**config.mk**
```make
export PLATFORM = sky130hd
export DESIGN_NAME = hazard_controller
export DESIGN_NICKNAME = d
export VERILOG_FILES = /design/src/rtl/hazard_controller_pkg.sv /design/src/rtl/hazard_controller_sat_counter.sv /design/src/rtl/hazard_controller.sv
export SDC_FILE = /design/constraint.sdc
export NUM_CORES = 1
export LEC_CHECK = 0
export CAP_MARGIN = 5
export CORE_UTILIZATION = 38
export CTS_BUF_LIST = sky130_fd_sc_hd__clkbuf_8
export CTS_CLUSTER_SIZE = 14
export DETAILED_ROUTE_END_ITERATION = 7
export PLACE_DENSITY = 0.7
export SYNTH_ARGS = -nofsm -noshare
export SYNTH_HDL_FRONTEND = slang
export SYNTH_SLANG_ARGS = --single-unit
```
**constraint.sdc**
```tcl
create_clock -name clk -period 2.67 [get_ports clk]
set_input_delay 0.534 -clock clk [delete_from_list [all_inputs] [get_ports clk]]
set_output_delay 0.534 -clock clk [all_outputs]
set_load 0.1 [all_outputs]
```
**src/rtl/hazard_controller_pkg.sv**
```systemverilog
`default_nettype none
// ---------------------------------------------------------------------------
// hazard_controller_pkg : FSM state encoding, forwarding codes and selector
// Rev 1.0
// ---------------------------------------------------------------------------
package hazard_controller_pkg;

  localparam logic [1:0] ST_RUN        = 2'd0;
  localparam logic [1:0] ST_MEM_WAIT   = 2'd1;
  localparam logic [1:0] ST_FLUSH_PEND = 2'd2;

  localparam logic [1:0] FWD_RF  = 2'b00;
  localparam logic [1:0] FWD_MEM = 2'b10;
  localparam logic [1:0] FWD_WB  = 2'b01;

  // A load in MEM has no data yet, so it never forwards from that stage.
  function automatic logic [1:0] fwd_sel(
    input logic [4:0] rs,
    input logic [4:0] mem_rd,
    input logic       mem_we,
    input logic       mem_ld,
    input logic [4:0] wb_rd,
    input logic       wb_we
  );
    if (mem_we && !mem_ld && (mem_rd != 5'd0) && (mem_rd == rs))
      return FWD_MEM;
    else if (wb_we && (wb_rd != 5'd0) && (wb_rd == rs))
      return FWD_WB;
    else
      return FWD_RF;
  endfunction

endpackage
`default_nettype wire

```
**src/rtl/hazard_controller_sat_counter.sv**
```systemverilog
`default_nettype none
// ---------------------------------------------------------------------------
// sat_counter : saturating event counter, synchronous clear wins over inc
// Rev 1.0
// ---------------------------------------------------------------------------
module sat_counter #(
  parameter int CNT_W = 16
) (
  input  logic             clk,
  input  logic             rst_n,
  input  logic             inc,
  input  logic             clr,
  output logic [CNT_W-1:0] count
);

  logic [CNT_W-1:0] cnt_q;
  logic [CNT_W-1:0] cnt_d;

  always_comb begin
    cnt_d = cnt_q;
    if (clr)
      cnt_d = '0;
    else if (inc && (cnt_q != {CNT_W{1'b1}}))
      cnt_d = cnt_q + {{(CNT_W-1){1'b0}}, 1'b1};
  end

  always_ff @(posedge clk or negedge rst_n) begin
    if (!rst_n)
      cnt_q <= '0;
    else
      cnt_q <= cnt_d;
  end

  assign count = cnt_q;

endmodule
`default_nettype wire

```
**src/rtl/hazard_controller.sv**
```systemverilog
`default_nettype none
// ---------------------------------------------------------------------------
// hazard_controller : 5-stage pipeline stall/flush/forward control + counters
// Rev 1.0
// ---------------------------------------------------------------------------
module hazard_controller
  import hazard_controller_pkg::*;
#(
  parameter int CNT_W = 16
) (
  input  logic             clk,
  input  logic             rst_n,
  input  logic [4:0]       id_rs1,
  input  logic [4:0]       id_rs2,
  input  logic             id_use_rs1,
  input  logic             id_use_rs2,
  input  logic [4:0]       ex_rs1,
  input  logic [4:0]       ex_rs2,
  input  logic [4:0]       ex_rd,
  input  logic             ex_RegWEn,
  input  logic             ex_MemRead,
  input  logic [4:0]       mem_rd,
  input  logic             mem_RegWEn,
  input  logic             mem_MemRead,
  input  logic [4:0]       wb_rd,
  input  logic             wb_RegWEn,
  input  logic             branch_taken,
  input  logic             dmem_req,
  input  logic             dmem_ready,
  input  logic             cnt_clr,
  output logic             pc_stall,
  output logic             ifid_stall,
  output logic             idex_stall,
  output logic             exmem_stall,
  output logic             memwb_stall,
  output logic             ifid_flush,
  output logic             idex_flush,
  output logic [1:0]       ForwardSelA,
  output logic [1:0]       ForwardSelB,
  output logic [CNT_W-1:0] stall_cnt,
  output logic [CNT_W-1:0] flush_cnt
);

  logic [1:0] state_q, state_d;
  logic       pend_q, pend_d;
  logic       all_stall, lu_stall, br_flush, lu_flush;
  logic       load_use;

  assign load_use = ex_MemRead && ex_RegWEn && (ex_rd != 5'd0) &&
                    ((id_use_rs1 && (ex_rd == id_rs1)) ||
                     (id_use_rs2 && (ex_rd == id_rs2)));

  always_comb begin
    state_d   = state_q;
    pend_d    = pend_q;
    all_stall = 1'b0;
    lu_stall  = 1'b0;
    br_flush  = 1'b0;
    lu_flush  = 1'b0;
    case (state_q)
      ST_RUN: begin
        if (dmem_req && !dmem_ready) begin
          all_stall = 1'b1;
          state_d   = ST_MEM_WAIT;
          pend_d    = branch_taken;
        end else if (branch_taken) begin
          br_flush = 1'b1;
        end else if (load_use) begin
          lu_stall = 1'b1;
          lu_flush = 1'b1;
        end
      end
      ST_MEM_WAIT: begin
        pend_d = pend_q || branch_taken;
        if (!dmem_ready)
          all_stall = 1'b1;
        else
          state_d = (pend_q || branch_taken) ? ST_FLUSH_PEND : ST_RUN;
      end
      ST_FLUSH_PEND: begin
        br_flush = 1'b1;
        pend_d   = 1'b0;
        state_d  = ST_RUN;
      end
      default: begin
        state_d = ST_RUN;
        pend_d  = 1'b0;
      end
    endcase
  end

  always_ff @(posedge clk or negedge rst_n) begin
    if (!rst_n) begin
      state_q <= ST_RUN;
      pend_q  <= 1'b0;
    end else begin
      state_q <= state_d;
      pend_q  <= pend_d;
    end
  end

  // Gate with rst_n so the combinational outputs are quiet during reset.
  assign pc_stall    = rst_n && (all_stall || lu_stall);
  assign ifid_stall  = rst_n && (all_stall || lu_stall);
  assign idex_stall  = rst_n && all_stall;
  assign exmem_stall = rst_n && all_stall;
  assign memwb_stall = rst_n && all_stall;
  assign ifid_flush  = rst_n && br_flush;
  assign idex_flush  = rst_n && (br_flush || lu_flush);

  assign ForwardSelA = fwd_sel(ex_rs1, mem_rd, mem_RegWEn, mem_MemRead, wb_rd, wb_RegWEn);
  assign ForwardSelB = fwd_sel(ex_rs2, mem_rd, mem_RegWEn, mem_MemRead, wb_rd, wb_RegWEn);

  sat_counter #(.CNT_W(CNT_W)) u_stall_cnt (
    .clk   (clk),
    .rst_n (rst_n),
    .inc   (pc_stall),
    .clr   (cnt_clr),
    .count (stall_cnt)
  );

  sat_counter #(.CNT_W(CNT_W)) u_flush_cnt (
    .clk   (clk),
    .rst_n (rst_n),
    .inc   (rst_n && br_flush),
    .clr   (cnt_clr),
    .count (flush_cnt)
  );

endmodule
`default_nettype wire

```
# After elaboration in Yosys (flattened, before gate mapping)
# Index checks and enable logic that the tools add are counted.
[word_totals] input_bits=48 register_bits=35 elab_cells=74 n_memories=0 out_inout_bits=43 latchBits=0 romBits=0 ramBits=0
[classes] n_addsub=2 bitwise=0 n_shift=0 eq_ne=12 n_mux=24 order_cmp=0 n_reduce_logical=32 multipliers=0 div_mod_pow=0
[op_table] op="$mux W16" count=4
[op_table] op="$add A16 B1 Y16 const B" count=2
[op_table] op="$ne A16 B16 Y1 const B" count=2
[op_table] op="$eq A5 B5 Y1" count=6
[op_table] op="$logic_and A1 B1 Y1" count=19
[op_table] op="$reduce_bool A5 Y1" count=3
[op_table] op="$mux W1" count=11
[op_table] op="$mux W2" count=5
[op_table] op="$pmux W1 S2" count=3
[op_table] op="$logic_or A1 B1 Y1" count=4
[op_table] op="$ne A2 B2 Y1 const B" count=2
[op_table] op="$pmux W2 S2" count=1
[op_table] op="$reduce_bool A2 Y1" count=2
[op_table] op="$eq A2 B1 Y1 const B" count=1
[op_table] op="$eq A2 B2 Y1 const B" count=1
[op_table] op="$logic_not A1 Y1" count=2
[op_table] op="$logic_not A2 Y1" count=1
[op_table] op="$reduce_and A2 Y1" count=1

# Logic depth before layout (Yosys ltp)
# Gate-level depths: netlist of the first run.
[logic_depth] ltp_word=13 depth_mapped=8 depth_no_buf=7

# Cells and area by module
# A second synthesis of the first run with hierarchy kept.
[hier_totals] hier_cells=268 hier_area_um2=2483.6
[modules_own_cells] module="sat_counter" cells_each=98 area_per_inst_um2=942.2 seq_area_each_um2=400.4 n_inst=2
[modules_own_cells] module="hazard_controller" cells_each=72 area_per_inst_um2=599.3 seq_area_each_um2=75.1 n_inst=1

# Least setup slack after synthesis of the first run
# OpenSTA, ideal clock, no wires.
[synth_timing] path_type="input to output" from="input port mem_RegWEn" to="output port ForwardSelA[0]" required_ns=2.136 setup_slack_ns=-3.625 arrival_ns=5.761 cell_stages=4 path_buffers=0 path_cell_list="nor2b_1 o21ai_0 nor4_1 nor4_1"
[synth_via] elab_chain_cells=4
[synth_rtl] item="start: declaration" line="hazard_controller.sv:23" rtl="input logic mem_RegWEn,"
[synth_rtl] item="$logic_and A1 B1 Y1 (3 in a row)" line="hazard_controller_pkg.sv:25" rtl="if (mem_we && !mem_ld && (mem_rd != 5'd0) && (mem_rd == rs))"
[synth_rtl] item="$mux W2" line="hazard_controller_pkg.sv:25"
[synth_rtl] item="end: declaration" line="hazard_controller.sv:38" rtl="output logic [1:0] ForwardSelA,"
# Every way passes these cells.

# Worst setup path after layout of the first run
[layout_timing] from="input port ex_rs1[1]" to="output port ForwardSelA[0]"
[layout_via] elab_chain_cells=4 elab_cells_between_ends=6 classes_between="eq/ne (2); mux (2); reduce/logical (2)"
[layout_rtl] item="start: declaration" line="hazard_controller.sv:17" rtl="input logic [4:0] ex_rs1,"
[layout_rtl] item="$eq A5 B5 Y1" line="hazard_controller_pkg.sv:27" rtl="else if (wb_we && (wb_rd != 5'd0) && (wb_rd == rs))"
[layout_rtl] item="$logic_and A1 B1 Y1" line="hazard_controller_pkg.sv:27"
[layout_rtl] item="$mux W1" line="hazard_controller_pkg.sv:27"
[layout_rtl] item="$mux W2 *" line="hazard_controller_pkg.sv:25"
# Every way passes the cells marked *; elsewhere a longest branch is shown, timed or not.

==> results of run 1 <==
[power by group]
part	total, uW	leakage (uW)	switching, uW	internal [uW]
Combinational	355	0.00115	197	158
Clock	364	0.0000505	189	175
Sequential	546	0.000485	7.68	538
Total	1270	0.00169	393	872
[metal layers]
| metal | global-route usage [%] | part of all wire, % | vias up |
|---|---|---|---|
| li1 | - | - | 1174 |
| met1 | 27.6 | 46 | 1075 |
| met2 | 33.2 | 49 | 57 |
| met3 | 5.05 | 4.9 | 6 |
| met4 | 3.16 | 0.55 | 0 |
| met5 | 0 | 0 | - |
[layout by cell type (no fill, tap or decap), drive strengths merged, types with 9 or more instances in the layout]
master	netlist	final
nand4	11	11
nand2	16	16
buf	9	76
nor2	28	28
xor2	29	29
dfrtp	35	35
clkdlybuf4s50	0	25
nand3	16	16
xnor2	16	16
dlygate4sd2	0	14
nor4	11	11
a21oi	12	12
nor2b	9	9
or4	12	12
[area by class of cell]
type / instances / area, um^2 / area share (%)
clock inverters: 3 / 12.5 / 0.327
flip-flops and latches: 35 / 876 / 22.9
multi-input cells: 211 / 1600 / 41.8
inverters: 2 / 11.3 / 0.294
repair buffers: 123 / 1170 / 30.5
well taps: 75 / 93.8 / 2.45
clock buffers: 5 / 68.8 / 1.80
[logic make-up (layout without fill, tap and decap cells)]
| kind of cell | after synthesis | in the layout |
|---|---|---|
| flops | 35 | 35 |
| mux | 8 | 8 |
| fa+ha+maj | 2 | 2 |
| simple gates | 128 | 128 |
| buf+inv | 15 | 133 |
| compound gates | 28 | 28 |
| xor+xnor | 45 | 45 |
[critical path, delay by kind of cell]
kind                   cells  cell delay [ns]
AND/OR/NAND/NOR            2             0.77
buffers and inverters      2             0.64
XOR/XNOR                   1             0.15
[state kept, by name, summed over array words and instances (netlist names)]
signal             cells
u_flush_cnt.count     16
u_stall_cnt.count     16
state_q                2
pend_q                 1
[path summary, 6_finish.rpt]
kind,slack [ns],endpoint,cells past startpoint
max,0.03,ForwardSelA[0],5
min,0.33,state_q[0]$_DFFE_PN0P_,2
max reg2reg,0.47,u_stall_cnt.count[4]$_DFFE_PN0P_,7
min reg2reg,0.54,state_q[0]$_DFFE_PN0P_,1
max in group asynchronous,2.02,u_flush_cnt.count[4]$_DFFE_PN0P_,2
min in group clk,0.54,state_q[0]$_DFFE_PN0P_,1
[stage by stage]
step / TNS, ns / instance area, um^2 / power [uW]
4_1_cts: 0 / 3800 / 1280
2_1_floorplan: -1.04 / 2540 / 738
3_5_place_dp: -2.36 / 3720 / 916
6_report: 0 / 3830 / 1270
5_1_grt: 0 / 3830 / 1330
3_3_place_gp: -1.41 / 3720 / 912
[repair_timing]
action	CTS	global route
pin swaps	12	6
hold endpoints to repair	0	0
endpoints found under the setup margin	6	6
gates resized for setup	26	9
cloned	0	0
==> impl_metrics.yaml, run 1 <==
status:
  status: "complete, no violations"
cells_and_area:
  antenna_cells: 0
  syn_to_final_growth_pct: 56.4
  nFillCells: 523
  fin_util_pct: 63.2
  drive_gt1_share_pct: 31.1
  fin_cells: 454
  nNetsFinal: 428
worst_setup_path:
  crit_slowest_cell: "clkdlybuf4s50_1"
  crit_path_start: "ex_rs1[1]"
  cp-start-kind: "input port"
  reg2reg_from: "state_q[0]$_DFFE_PN0P_"
  path_class: "input port to output port"
  critPathMaxStageDelay_ns: 0.43
  crit_path_cell_trace: "clkdlybuf4s50_1, xor2_1, or4_4, nor4_4, buf_12"
  cp.required_ns: 2.14
  setup.worst_path.end_class: "output port"
  arrival_ns: 2.10
  worstPathMaxFanout: 2
floorplanning:
  start_util_pct: 40.4
  die_x_um: 82.3
  die-area_um2: 6770
  core_um2: 6060
  ios: 91
  die_h_um: 82.3
  num_rows: 28
yosys:
  yosysSeqAreaShare_pct: 35.8
  async_flop_share_pct: 100
  ys_types: 45
  muxShareOfSynthArea_pct: 4.55
  synth_xor_area_share_pct: 16.1
  ys_ff_latch: 35
  synth-simple-area-share_pct: 31.1
  netlist_top_cells_count: "dfrtp_1, xor2_1, nor2_1"
  synth_area_um2: 2450
  yosys-top-cells-area: "dfrtp_1, xor2_1, xnor2_1"
  synth_top_area_share_pct: 35.8
  yosysMostFrequentCell: "dfrtp_1"
  synth_area_leader_cell: "dfrtp_1"
  synth_fa_ha_area_share_pct: 1.02
  synth-compound-area-share_pct: 7.77
  synth_cells: 261
  synth.avg_cell_area_um2: 9.38
  ys.flop_type: "dfrtp_1"
  synth_nets: 311
  synth_top_family_by_area: "simple AND/OR/NAND/NOR gates"
  synth_edf_count: 0
  yosys_warnings: 0
sta:
  final-hold-violation-count: 0
  skew_ns: 0.00764
  fmax_ghz: 0.379
  finalCritPeriodShare_pct: 98.7
  max_slew_margin_pct: 51.3
  min_period_ns: 2.64
  setup_ws_ns: 0.0349
  tightestPinTransition_ns: 0.725
  setup_viol: 0
  rsz0062_at_grt: "false"
  finalMaxSlewViolations: 0
  hold_ws_ns: 0.328
min_path:
  hp-class: "input port to async pin"
global_routing:
  grt_pass1_vias: 2186
  antenna_found_initial: 0
  grt_usage_pct: 20.4
  grt_max_degree: 40
  grt_pass1_wl_um: 10500
  gr-total-overflow: 0
route:
  drt_pass1_iterations: 4
  via_per_inst: 5.09
  wl_per_cell_um: 14.3
  drc: 0
  drt_iter0_drc: 113
  ant_nets: 0
  wl_um: 6500
  num_vias: 2312
power_and_ir_drop:
  leakage_uw: 0.00169
  ir_worst_vdd_mv: 0.221
  power.density_nw_per_um2: 330
clock_tree:
  cts.path.max_buffers: 2
  ctsHoldBuffers: 0
  h-tree-depth: 2
  cts_made_buffers: 5
  postCtsSetupRepairBufs: 0
  path_clk_slew_ns: 0.07
  root_buffer: "clkbuf_8"
  cts_tree: "yes"
  cts.sinks: 35
  insertion_delay_ns: 0.29
flow_run:
  cap_violations: 0
placement:
  placedCellCount: 446
  portBuffers: 90
  place_congestion: 0.788
  post-place-ws_ns: -0.289
  dpl.hpwl_um: 5050
(Power assumes the default switching activity.)
==> run 2, diff against run 1 <==
--- a/config.mk
+++ b/config.mk
@@ -6,11 +6,13 @@
 export NUM_CORES = 1
 export LEC_CHECK = 0
 export CAP_MARGIN = 5
+export CORE_MARGIN = 2
 export CORE_UTILIZATION = 38
 export CTS_BUF_LIST = sky130_fd_sc_hd__clkbuf_8
 export CTS_CLUSTER_SIZE = 14
 export DETAILED_ROUTE_END_ITERATION = 7
 export PLACE_DENSITY = 0.7
+export SKIP_CTS_REPAIR_TIMING = 1
 export SYNTH_ARGS = -nofsm -noshare
 export SYNTH_HDL_FRONTEND = slang
 export SYNTH_SLANG_ARGS = --single-unit
==> impl_metrics.yaml, run 2 (synthesized netlist as in run 1, its figures left out) <==
placement:
  placedCellCount: 444
  dpl.hpwl_um: 5100
  post-place-ws_ns: -0.260
  place_congestion: 0.828
  portBuffers: 90
cells_and_area:
  multiInputGateArea_um2: 1600
  syn_to_final_growth_pct: 58.4
  fin_util_pct: 61.8
  nFillCells: 536
  nNetsFinal: 425
  final_common_cell: "buf_4"
  fin_cells: 453
  seq_area_um2: 876
  antenna_cells: 0
  drive_gt1_share_pct: 31.1
  final_cell_mix: "buf_4, dfrtp_1, xor2_1, clkdlybuf4s50_1, nor2_1"
sta:
  setup_tns_ns: 0
  fmax_ghz: 0.381
  setup_viol: 0
  skew_ns: 0.00890
  finalMaxSlewViolations: 0
  setup_ws_ns: 0.0421
  tightestPinTransition_ns: 0.757
  final-hold-violation-count: 0
  min_period_ns: 2.63
  finalCritPeriodShare_pct: 98.4
  max_slew_margin_pct: 49.1
clock_tree:
  root_buffer: "clkbuf_8"
  path_clk_slew_ns: 0.08
  cts_made_buffers: 5
  cts_tree: "yes"
  insertion_delay_ns: 0.29
  cts.path.max_buffers: 2
  cts.sinks: 35
  h-tree-depth: 2
worst_setup_path:
  setup.worst_path.end_class: "output port"
  path_class: "input port to output port"
  r2r_cells: 7
  cp-start-kind: "input port"
  cp.required_ns: 2.14
  arrival_ns: 2.09
  worstPathMaxFanout: 3
route:
  drt_iter0_drc: 59
  drt_pass1_iterations: 4
  wl_um: 6610
  num_vias: 2360
  wl_per_cell_um: 14.6
  via_per_inst: 5.21
  ant_nets: 0
  drc: 0
power_and_ir_drop:
  p_int_uw: 878
  p_clk_share_pct: 29.1
  ir_worst_vdd_mv: 0.311
  power.density_nw_per_um2: 330
  leakage_uw: 0.00178
  comb_power_share_pct: 28.3
  p_sw_uw: 401
  seqPwrFrac_pct: 42.7
  swShare_pct: 31.4
floorplanning:
  core_um2: 6280
  die_x_um: 84.3
  ios: 91
  num_rows: 29
  die-area_um2: 7100
  start_util_pct: 39.0
  die_h_um: 84.3
min_path:
  hp-class: "input port to async pin"
global_routing:
  grt_max_degree: 36
  grt_pass1_vias: 2339
  grt_pass1_wl_um: 11000
  grt_usage_pct: 18.7
  antenna_found_initial: 0
  gr-total-overflow: 0
status:
  status: "complete, no violations"
flow_run:
  cap_violations: 0
## run 2: changes by cell type in the layout (fill, tap and decap cells not counted), moves of 2 or more
cell / change
buf_4: -5
buf_12: +2
clkdlybuf4s15_1: -4
clkdlybuf4s50_1: +4
dlygate4sd2_1: -14
dlymetal6s2s_1: +12
## run 2: worst paths after layout
path | slack, ns | start | to
setup / recovery | 0.04 | mem_rd[1] | ForwardSelB[0]
min in group clk | 0.52 | state_q[1]$_DFFE_PN0P_ | state_q[0]$_DFFE_PN0P_
hold reg to reg | 0.52 | state_q[1]$_DFFE_PN0P_ | state_q[0]$_DFFE_PN0P_
hold / removal | 0.34 | rst_n | u_stall_cnt.count[1]$_DFFE_PN0P_
max in group asynchronous | 2.00 | rst_n | u_flush_cnt.count[1]$_DFFE_PN0P_
setup reg to reg | 0.49 | state_q[0]$_DFFE_PN0P_ | u_stall_cnt.count[4]$_DFFE_PN0P_
## run 2: cell type report
class	count	area share (%)
timing repair buffer	120	31.1
inverter	2	0.291
tap	77	2.49
sequential	35	22.6
clock inverter	3	0.323
clock buffer	5	1.78
multi-input combinational	211	41.4
## run 2: critical path, stage by stage
cell and delay [ns]:
dlymetal6s2s_1 0.16, or4_4 0.50, o21ai_4 0.18, buf_6 0.13
nor4_4 0.05, nor4_4 0.32, buf_12 0.21
## run 2: power groups by stage
stage / Combinational, uW / Clock [uW] / Sequential (uW)
floorplan: 162 / 0 / 577
global placement: 356 / 0 / 556
detailed placement: 359 / 0 / 556
CTS: 360 / 378 / 546
global route: 385 / 399 / 547
finish: 361 / 372 / 546
## run 2: stage by stage
stage | area [um^2] | hold WS [ns] | total power (uW)
after floorplan | 2540 | 0.238 | 738
after global placement | 3720 | 0.512 | 911
after detailed placement | 3720 | 0.520 | 915
after CTS | 3800 | 0.362 | 1280
after global routing | 3880 | 0.389 | 1330
final | 3880 | 0.343 | 1280
## run 2: metal layers
layer	wire [um]	track usage, %
met5	0	0
met1	2980	24.6
met4	103	5.87
met2	3270	30.7
met3	255	3.93
